<file path="src/rtl/alu_sequencer.sv">
// Multi-cycle, non-pipelined controller that decodes one 32-bit instruction at a time.
// It drives register-file reads, ALU execution, data-memory access and register write-back.
module alu_sequencer #(
    parameter int DATA_W  = 16,
    parameter int REG_AW  = 5,
    parameter int MEM_AW  = 9,
    parameter int TIMEOUT = 64
) (
    input  logic              clk,
    input  logic              rst,
    input  logic              instr_valid,
    output logic              instr_ready,
    input  logic [31:0]       instr,
    output logic [REG_AW-1:0] rf_raddr1,
    output logic [REG_AW-1:0] rf_raddr2,
    input  logic [DATA_W-1:0] rf_rdata1,
    input  logic [DATA_W-1:0] rf_rdata2,
    output logic [3:0]        alu_op,
    output logic [DATA_W-1:0] alu_a,
    output logic [DATA_W-1:0] alu_b,
    output logic              alu_start,
    input  logic              alu_done,
    input  logic [DATA_W-1:0] alu_res_lo,
    input  logic [DATA_W-1:0] alu_res_hi,
    output logic              mem_req,
    output logic              mem_we,
    output logic [MEM_AW-1:0] mem_addr,
    output logic [DATA_W-1:0] mem_wdata,
    input  logic [DATA_W-1:0] mem_rdata,
    input  logic              mem_ack,
    output logic              rf_we,
    output logic [REG_AW-1:0] rf_waddr,
    output logic [DATA_W-1:0] rf_wdata,
    output logic              busy,
    output logic              done,
    output logic              illegal
);

    // Opcode map: 4..16 are ALU ops, and alu_op is the opcode minus 4.
    localparam logic [5:0] OP_MOV   = 6'd0;
    localparam logic [5:0] OP_MOVI  = 6'd1;
    localparam logic [5:0] OP_LOAD  = 6'd2;
    localparam logic [5:0] OP_STORE = 6'd3;
    localparam logic [5:0] OP_NOT   = 6'd9;
    localparam logic [5:0] OP_NEG   = 6'd10;
    localparam logic [5:0] OP_LLSH  = 6'd11;
    localparam logic [5:0] OP_LRSH  = 6'd12;
    localparam logic [5:0] OP_MUL   = 6'd13;
    localparam logic [5:0] OP_DIV   = 6'd14;
    localparam logic [5:0] OP_LAST  = 6'd16;

    localparam int CNT_W = $clog2(TIMEOUT + 1);
    localparam logic [CNT_W-1:0] CNT_LAST = CNT_W'(TIMEOUT - 1);

    typedef enum logic [3:0] {
        S_IDLE,
        S_DECODE,
        S_READ,
        S_EXEC,
        S_EXEC_M,
        S_MEM,
        S_WB1,
        S_WB2,
        S_DONE,
        S_FAULT
    } state_t;

    state_t            state;
    logic [31:0]       code;
    logic [DATA_W-1:0] res_hi;
    logic [CNT_W-1:0]  cnt;
    logic [5:0]        opcode;
    logic              is_muldiv;
    logic [DATA_W-1:0] b_masked;

    assign opcode    = code[31:26];
    assign is_muldiv = (opcode == OP_MUL) || (opcode == OP_DIV);

    // Unary ops see a zero B operand; shifts only ever see a 4-bit amount.
    always_comb begin
        b_masked = rf_rdata2;
        if (opcode == OP_NEG || opcode == OP_NOT)
            b_masked = '0;
        else if (opcode == OP_LLSH || opcode == OP_LRSH)
            b_masked = {{(DATA_W-4){1'b0}}, rf_rdata2[3:0]};
    end

    always_ff @(posedge clk) begin
        if (rst) begin
            state       <= S_IDLE;
            code        <= '0;
            res_hi      <= '0;
            cnt         <= '0;
            instr_ready <= 1'b1;
            rf_raddr1   <= '0;
            rf_raddr2   <= '0;
            alu_op      <= '0;
            alu_a       <= '0;
            alu_b       <= '0;
            alu_start   <= 1'b0;
            mem_req     <= 1'b0;
            mem_we      <= 1'b0;
            mem_addr    <= '0;
            mem_wdata   <= '0;
            rf_we       <= 1'b0;
            rf_waddr    <= '0;
            rf_wdata    <= '0;
            busy        <= 1'b0;
            done        <= 1'b0;
            illegal     <= 1'b0;
        end else begin
            alu_start <= 1'b0;
            rf_we     <= 1'b0;
            done      <= 1'b0;
            illegal   <= 1'b0;
            case (state)
                S_IDLE: begin
                    if (instr_valid) begin
                        code        <= instr;
                        rf_raddr1   <= instr[4:0];
                        rf_raddr2   <= instr[9:5];
                        instr_ready <= 1'b0;
                        busy        <= 1'b1;
                        state       <= S_DECODE;
                    end
                end
                S_DECODE: begin
                    if (opcode > OP_LAST) begin
                        done    <= 1'b1;
                        illegal <= 1'b1;
                        state   <= S_FAULT;
                    end else if (opcode == OP_MOVI) begin
                        rf_we    <= 1'b1;
                        rf_waddr <= code[20:16];
                        rf_wdata <= code[15:0];
                        state    <= S_WB1;
                    end else begin
                        state <= S_READ;
                    end
                end
                S_READ: begin
                    cnt <= '0;
                    if (opcode == OP_MOV) begin
                        rf_we    <= 1'b1;
                        rf_waddr <= code[20:16];
                        rf_wdata <= rf_rdata1;
                        state    <= S_WB1;
                    end else if (opcode == OP_LOAD) begin
                        mem_req  <= 1'b1;
                        mem_we   <= 1'b0;
                        mem_addr <= code[8:0];
                        state    <= S_MEM;
                    end else if (opcode == OP_STORE) begin
                        mem_req   <= 1'b1;
                        mem_we    <= 1'b1;
                        mem_addr  <= code[24:16];
                        mem_wdata <= rf_rdata1;
                        state     <= S_MEM;
                    end else begin
                        alu_op    <= 4'(opcode - 6'd4);
                        alu_a     <= rf_rdata1;
                        alu_b     <= b_masked;
                        alu_start <= is_muldiv;
                        state     <= is_muldiv ? S_EXEC_M : S_EXEC;
                    end
                end
                S_EXEC: begin
                    rf_we    <= 1'b1;
                    rf_waddr <= code[20:16];
                    rf_wdata <= alu_res_lo;
                    state    <= S_WB1;
                end
                S_EXEC_M: begin
                    if (alu_done) begin
                        res_hi   <= alu_res_hi;
                        rf_we    <= 1'b1;
                        rf_waddr <= code[20:16];
                        rf_wdata <= alu_res_lo;
                        state    <= S_WB1;
                    end else if (cnt == CNT_LAST) begin
                        done    <= 1'b1;
                        illegal <= 1'b1;
                        state   <= S_FAULT;
                    end else begin
                        cnt <= cnt + 1'b1;
                    end
                end
                // Request, address and data stay frozen until the acknowledge or the timeout.
                S_MEM: begin
                    if (mem_ack) begin
                        mem_req <= 1'b0;
                        mem_we  <= 1'b0;
                        if (opcode == OP_STORE) begin
                            done  <= 1'b1;
                            state <= S_DONE;
                        end else begin
                            rf_we    <= 1'b1;
                            rf_waddr <= code[20:16];
                            rf_wdata <= mem_rdata;
                            state    <= S_WB1;
                        end
                    end else if (cnt == CNT_LAST) begin
                        mem_req <= 1'b0;
                        mem_we  <= 1'b0;
                        done    <= 1'b1;
                        illegal <= 1'b1;
                        state   <= S_FAULT;
                    end else begin
                        cnt <= cnt + 1'b1;
                    end
                end
                // The high word goes out second so it wins when both destinations match.
                S_WB1: begin
                    if (is_muldiv) begin
                        rf_we    <= 1'b1;
                        rf_waddr <= code[25:21];
                        rf_wdata <= res_hi;
                        state    <= S_WB2;
                    end else begin
                        done  <= 1'b1;
                        state <= S_DONE;
                    end
                end
                S_WB2: begin
                    done  <= 1'b1;
                    state <= S_DONE;
                end
                S_DONE, S_FAULT: begin
                    busy        <= 1'b0;
                    instr_ready <= 1'b1;
                    state       <= S_IDLE;
                end
                default: begin
                    busy        <= 1'b0;
                    instr_ready <= 1'b1;
                    state       <= S_IDLE;
                end
            endcase
        end
    end

endmodule

</file>
<file path="config.mk">
export PLATFORM = sky130hd
export DESIGN_NAME = alu_sequencer
export DESIGN_NICKNAME = d
export VERILOG_FILES = /design/src/rtl/alu_sequencer.sv
export SDC_FILE = /design/constraint.sdc
export NUM_CORES = 1
export LEC_CHECK = 0
export ABC_AREA = 1
export CAP_MARGIN = 20
export CORE_MARGIN = 5
export CORE_UTILIZATION = 35
export DETAILED_ROUTE_END_ITERATION = 8
export GPL_ROUTABILITY_DRIVEN = 0
export GPL_TIMING_DRIVEN = 1
export PLACE_DENSITY = 0.71
export RECOVER_POWER = 25
export SYNTH_ARGS = -nofsm -noshare
export SYNTH_HDL_FRONTEND = slang
export SYNTH_SLANG_ARGS = --single-unit
</file>
<file path="constraint.sdc">
create_clock -name clk -period 2.25 [get_ports clk]
set_clock_uncertainty 0.2 [all_clocks]
set_input_delay 0.3375 -clock clk [delete_from_list [all_inputs] [get_ports clk]]
set_output_delay 0.3375 -clock clk [all_outputs]
set_load 0.05 [all_outputs]
</file>
* Word-level counts from Yosys, hierarchy flattened
Index checks and enable logic that the tools add are counted.
** Word-level totals
- Input bits :: 117
- Bits in read-only memories :: 0
- Memories kept :: 0
- Register bits :: 159
- Memory bits (writable) :: 0
- Latch bits :: 0
** Operators by class
- Add/sub/neg operators :: 2
- Shift-type cells :: 0
- Reductions and logical operators :: 20
- Order comparisons :: 1
- Multiplexer cells :: 67
- Bitwise logic cells :: 5
- Multipliers :: 0
- Equal/unequal tests :: 30
- Divide/modulo/power cells :: 0
** Operators with widths (count)
- 16-bit 2-to-1 mux :: 9
- 16-bit case mux with 6 select lines :: 1
- 6-bit by 4-bit equality test with 1-bit output (second input constant) :: 6
- 5-bit 2-to-1 mux :: 7
- 4-bit case mux with 8 select lines :: 1
- 5-bit case mux with 6 select lines :: 1
- 4-bit 2-to-1 mux :: 7
- 1-bit 2-to-1 mux :: 23
- 2-bit != test (second input constant) :: 11
- 7-bit 2-to-1 mux :: 3
- 7-bit case mux with 3 select lines :: 1
- 9-bit 2-to-1 mux :: 2
- 4-bit by 3-bit equality test with 1-bit output (second input constant) :: 4
- 3-bit 2-to-1 mux :: 5
- 6-bit by 2-bit equality test with 1-bit output (second input constant) :: 2
- 4-bit AND reduction :: 3
- 4-bit by 2-bit equality test with 1-bit output (second input constant) :: 2
- 1-bit case mux with 2 select lines :: 4
- 8-bit AND reduction :: 1
- 7-bit by 1-bit adder with 7-bit output (second input constant) :: 1
- 7-bit by 6-bit equality test with 1-bit output (second input constant) :: 1
- 7-bit OR reduction :: 1
- 6-bit by 1-bit equality test with 1-bit output (second input constant) :: 1
- 6-bit by 5-bit greater-than comparator with 1-bit output (second input constant) :: 1
- other kinds (16) :: 27

* Depth between registers and ports, before layout
- Depth in word-level cells :: 7
- Depth in mapped cells :: 12
- Gate-level depth less buffers :: 10

* Worst setup path after synthesis
OpenSTA, ideal clock, no wires.
- Path kind :: reg2reg
- Start point :: register code[28]
- End point :: register rf_wdata[10]
- Slack :: 0.334 ns
- Cell stages (with the launch flop) :: 8
- Arrival :: 1.646 ns
- Period minus slack after synthesis :: 1.916 ns
- Path buffers :: 1
- Setup time :: 0.070 ns
- Path through :: dfxtp_1 inv_1 ha_1 nand4_1 a21oi_4 buf_2 nand3_1 a21oi_1
** Between the ends
- Cells in the longest elaborated chain, start to end :: 4
- Elaborated cells on any way between the ends :: 13
- Those cells by class :: 1 x order compare; 9 x eq/ne; 3 x reduce/logical
** RTL lines
- start: declaration :: RTL line 69 : logic [31:0] code;
- start signal: assignment :: RTL line 119 : code <= instr;
- branches (longest 3 deep; another with 6-bit by 5-bit greater-than comparator with 1-bit output)
- 8-bit AND reduction (no line) *
- end signal: assignment :: RTL line 135 : rf_wdata <= code[15:0];
- end signal: assignment :: RTL line 146 : rf_wdata <= rf_rdata1;
- end signal: assignment :: RTL line 170 : rf_wdata <= alu_res_lo;
- end: declaration :: RTL line 33 : output logic [DATA_W-1:0] rf_wdata,
Mark *: on every way between the ends.
A chain may end at the register's enable or synchronous reset.

* Worst setup path in the final report
- Start point :: register rf_raddr1[0]
- End point :: output port rf_raddr1[0]
** RTL lines
- start: declaration :: RTL line 14 : output logic [REG_AW-1:0] rf_raddr1,
- start signal: assignment :: RTL line 120 : rf_raddr1 <= instr[4:0];
No word-level cell between the ends.

==> impl_metrics.json <==
{
  "outcome": "completed",
  "yosysWarningCount": 0,
  "vias": 6955,
  "synth_area_per_cell_um2": 7.20,
  "slowest_stage": "clkdlybuf4s50_1",
  "ys.flop_type": "dfxtp_1",
  "drive_gt1_frac": 0.0862,
  "drt_first_pass_iters": 5,
  "drt_iter0_drc": 493,
  "ctsLongestPathBuffers": 2,
  "rrSetupSlack_ns": 0.16,
  "setup_viol": 0,
  "yosysSeqAreaShare": 0.440,
  "fmax_mhz": 453,
  "dieHeight_um": 149,
  "syn_to_final_growth_pct": 45.0,
  "period_needed_ns": 2.21,
  "start_kind": "flip-flop",
  "p_sw_frac": 0.418,
  "dp_hpwl_um": 17300,
  "nFillCells": 1925,
  "drcViolationCount": 0,
  "ios": 217,
  "combPwrFrac": 0.435,
  "antenna_cells": 0,
  "design.core.area_um2": 19300,
  "wl_per_cell_um": 16.3,
  "clkSlewWorstSetupHoldPaths_ns": 0.06,
  "ctsHoldBuffers": 0,
  "end_kind": "primary output",
  "ant_nets": 0,
  "grt_pass1_vias": 6735,
  "ys_seq_elements": 149,
  "final_nets": 1268,
  "dp_slack_ns": 0.0487,
  "finalPower_w": 0.0116,
  "yosysTopAreaCell": "dfxtp_1",
  "critical_path_class": "reg -> out",
  "synthCells": 943,
  "die-area_um2": 22300,
  "ir_worst_vdd_mv": 0.716,
  "powerDensity_nw_per_um2": 1180,
  "cts_sinks": 149,
  "tns_ns": 0,
  "leakage_nw": 4.02,
  "max_stage_delay_ns": 0.85,
  "die_w_um": 149,
  "seqPwrFrac": 0.305,
  "grt_use_total": 0.208,
  "maxSlewHeadroom": 0.578,
  "synth_top_area_frac": 0.440,
  "cts-root-buf": "clkbuf_16",
  "via_per_inst": 4.88,
  "worst_slack_ns": 0.0416,
  "regArea_um2": 2980,
  "netlist_top_cells_count": "nand2_1 (192), dfxtp_1 (149), nor2_1 (120)",
  "synth_nets": 1064,
  "synth_edf_count": 0,
  "tightest_slew_ns": 0.635,
  "maxCapViolCount": 0,
  "maxSlewViolCount": 0,
  "crit_required_ns": 1.71,
  "synth.area.top_cells": "dfxtp_1 (44%), nand2_1 (11%), nand3_1 (8.3%), a21oi_1 (6.6%), nor2_1 (6.6%)",
  "hold_path_class": "in -> reg",
  "wl_um": 23300,
  "portBuffers": 216,
  "fin_util": 0.511,
  "grt_max_degree": 49,
  "fp-row-count": 51,
  "async_flop_share": 0,
  "hold_violations": 0,
  "crit_arrival_ns": 1.67,
  "grt_overflow": 0,
  "crit_fanout": 4,
  "antenna_found_initial": 0,
  "critPathBufInv": 1,
  "multiInputGateArea_um2": 3260,
  "rsz0062_at_grt": "no",
  "clk_latency_ns": 0.43,
  "grt_pass1_wl_um": 36600,
  "p_clk_frac": 0.259,
  "crit_chain": "clkdlybuf4s50_1",
  "netlist_area_um2": 6790,
  "start_util": 0.352,
  "p_int_w": 0.00673,
  "cts_tree": "built",
  "numCtsBuffers": 17,
  "p_sw_w": 0.00484,
  "critical_path.top_delay_family": "buffers and inverters",
  "synth_cell_types": 32,
  "h-tree-depth": 4,
  "yosys.cell_count.top_type": "nand2_1",
  "min_period_over_period": 0.982
}
-- routing by layer --
metal / up-vias / wire, um / global-route usage
met1: 3181 / 10200 / 0.264
li1: 3529 / - / -
met4: 0 / 589 / 0.0650
met2: 206 / 11000 / 0.345
met3: 39 / 1540 / 0.0574
met5: - / 0 / 0
-- state kept, by name, summed over array words and instances (netlist names), 7 cells and up --
name       flops
alu_a         16
alu_b         16
cnt            7
code          24
mem_addr       9
mem_wdata     16
res_hi        16
rf_wdata      16
-- repair_timing --
item                                    4_1_cts  5_1_grt
endpoints found under the setup margin        1       32
gates resized for setup                       1        4
buffers inserted                              0        1
pin swaps                                     0        1
-- per-stage QoR --
step	instances	hold WS [ns]	cell area (um^2)
3_5_place_dp	1392	0.233	9240
6_report	1425	0.108	9840
2_1_floorplan	943	0.220	6790
5_1_grt	1425	0.134	9840
3_3_place_gp	1392	0.229	9240
4_1_cts	1424	0.0970	9850
-- final cells by class --
| cell class | instances | area share |
|---|---|---|
| timing repair buffer | 253 | 0.250 |
| sequential | 149 | 0.303 |
| multi-input combinational | 678 | 0.332 |
| clock inverter | 12 | 0.0182 |
| clock buffer | 20 | 0.0444 |
| tap | 265 | 0.0337 |
| inverter | 48 | 0.0188 |
-- layout by cell type, fill, tap and decap left out, drive strengths merged --
cell type	n
clkdlybuf4s50	212
nand2	199
dfxtp	149
nor2	136
nand3	113
o21ai	93
a21oi	91
inv	49
buf	36
clkbuf	24
a21boi	16
o211a	12
a31oi	5
ha	4
bufinv	4
clkinv	4
clkinvlp	3
nand4	2
nor3	2
xor2	2
o22ai	1
a2111oi	1
o211ai	1
dlygate4sd2	1
-- worst paths after layout --
path | start | to | depth (start not counted)
worst min-delay path | rst | cnt[1] | 2
worst max-delay path | rf_raddr1[0] | rf_raddr1[0] | 1
worst max register to register | state[2] | cnt[1] | 10
worst min register to register | cnt[6] | cnt[6] | 2
-- logic make-up (layout without fill, tap and decap cells) --
| group | after synthesis | count (layout) | synth area share |
|---|---|---|---|
| and+or+nand+nor | 452 | 452 | 0.292 |
| buffers and inverters | 116 | 333 | 0.0780 |
| AOI/OAI and AO/OA | 220 | 220 | 0.181 |
| DFF | 149 | 149 | 0.440 |
| adders and majority gates | 4 | 4 | 0.00737 |
| xor gates and xnor gates | 2 | 2 | 0.00258 |
-- power by group through the flow --
stage	logic (W)	registers (W)	clock network [W]
2_1_floorplan	0.00237	0.00458	0
6_report	0.00504	0.00353	0.00300
4_1_cts	0.00507	0.00353	0.00304
3_5_place_dp	0.00506	0.00358	0
3_3_place_gp	0.00502	0.00356	0
5_1_grt	0.00547	0.00360	0.00317
(Power assumes the default switching activity.)
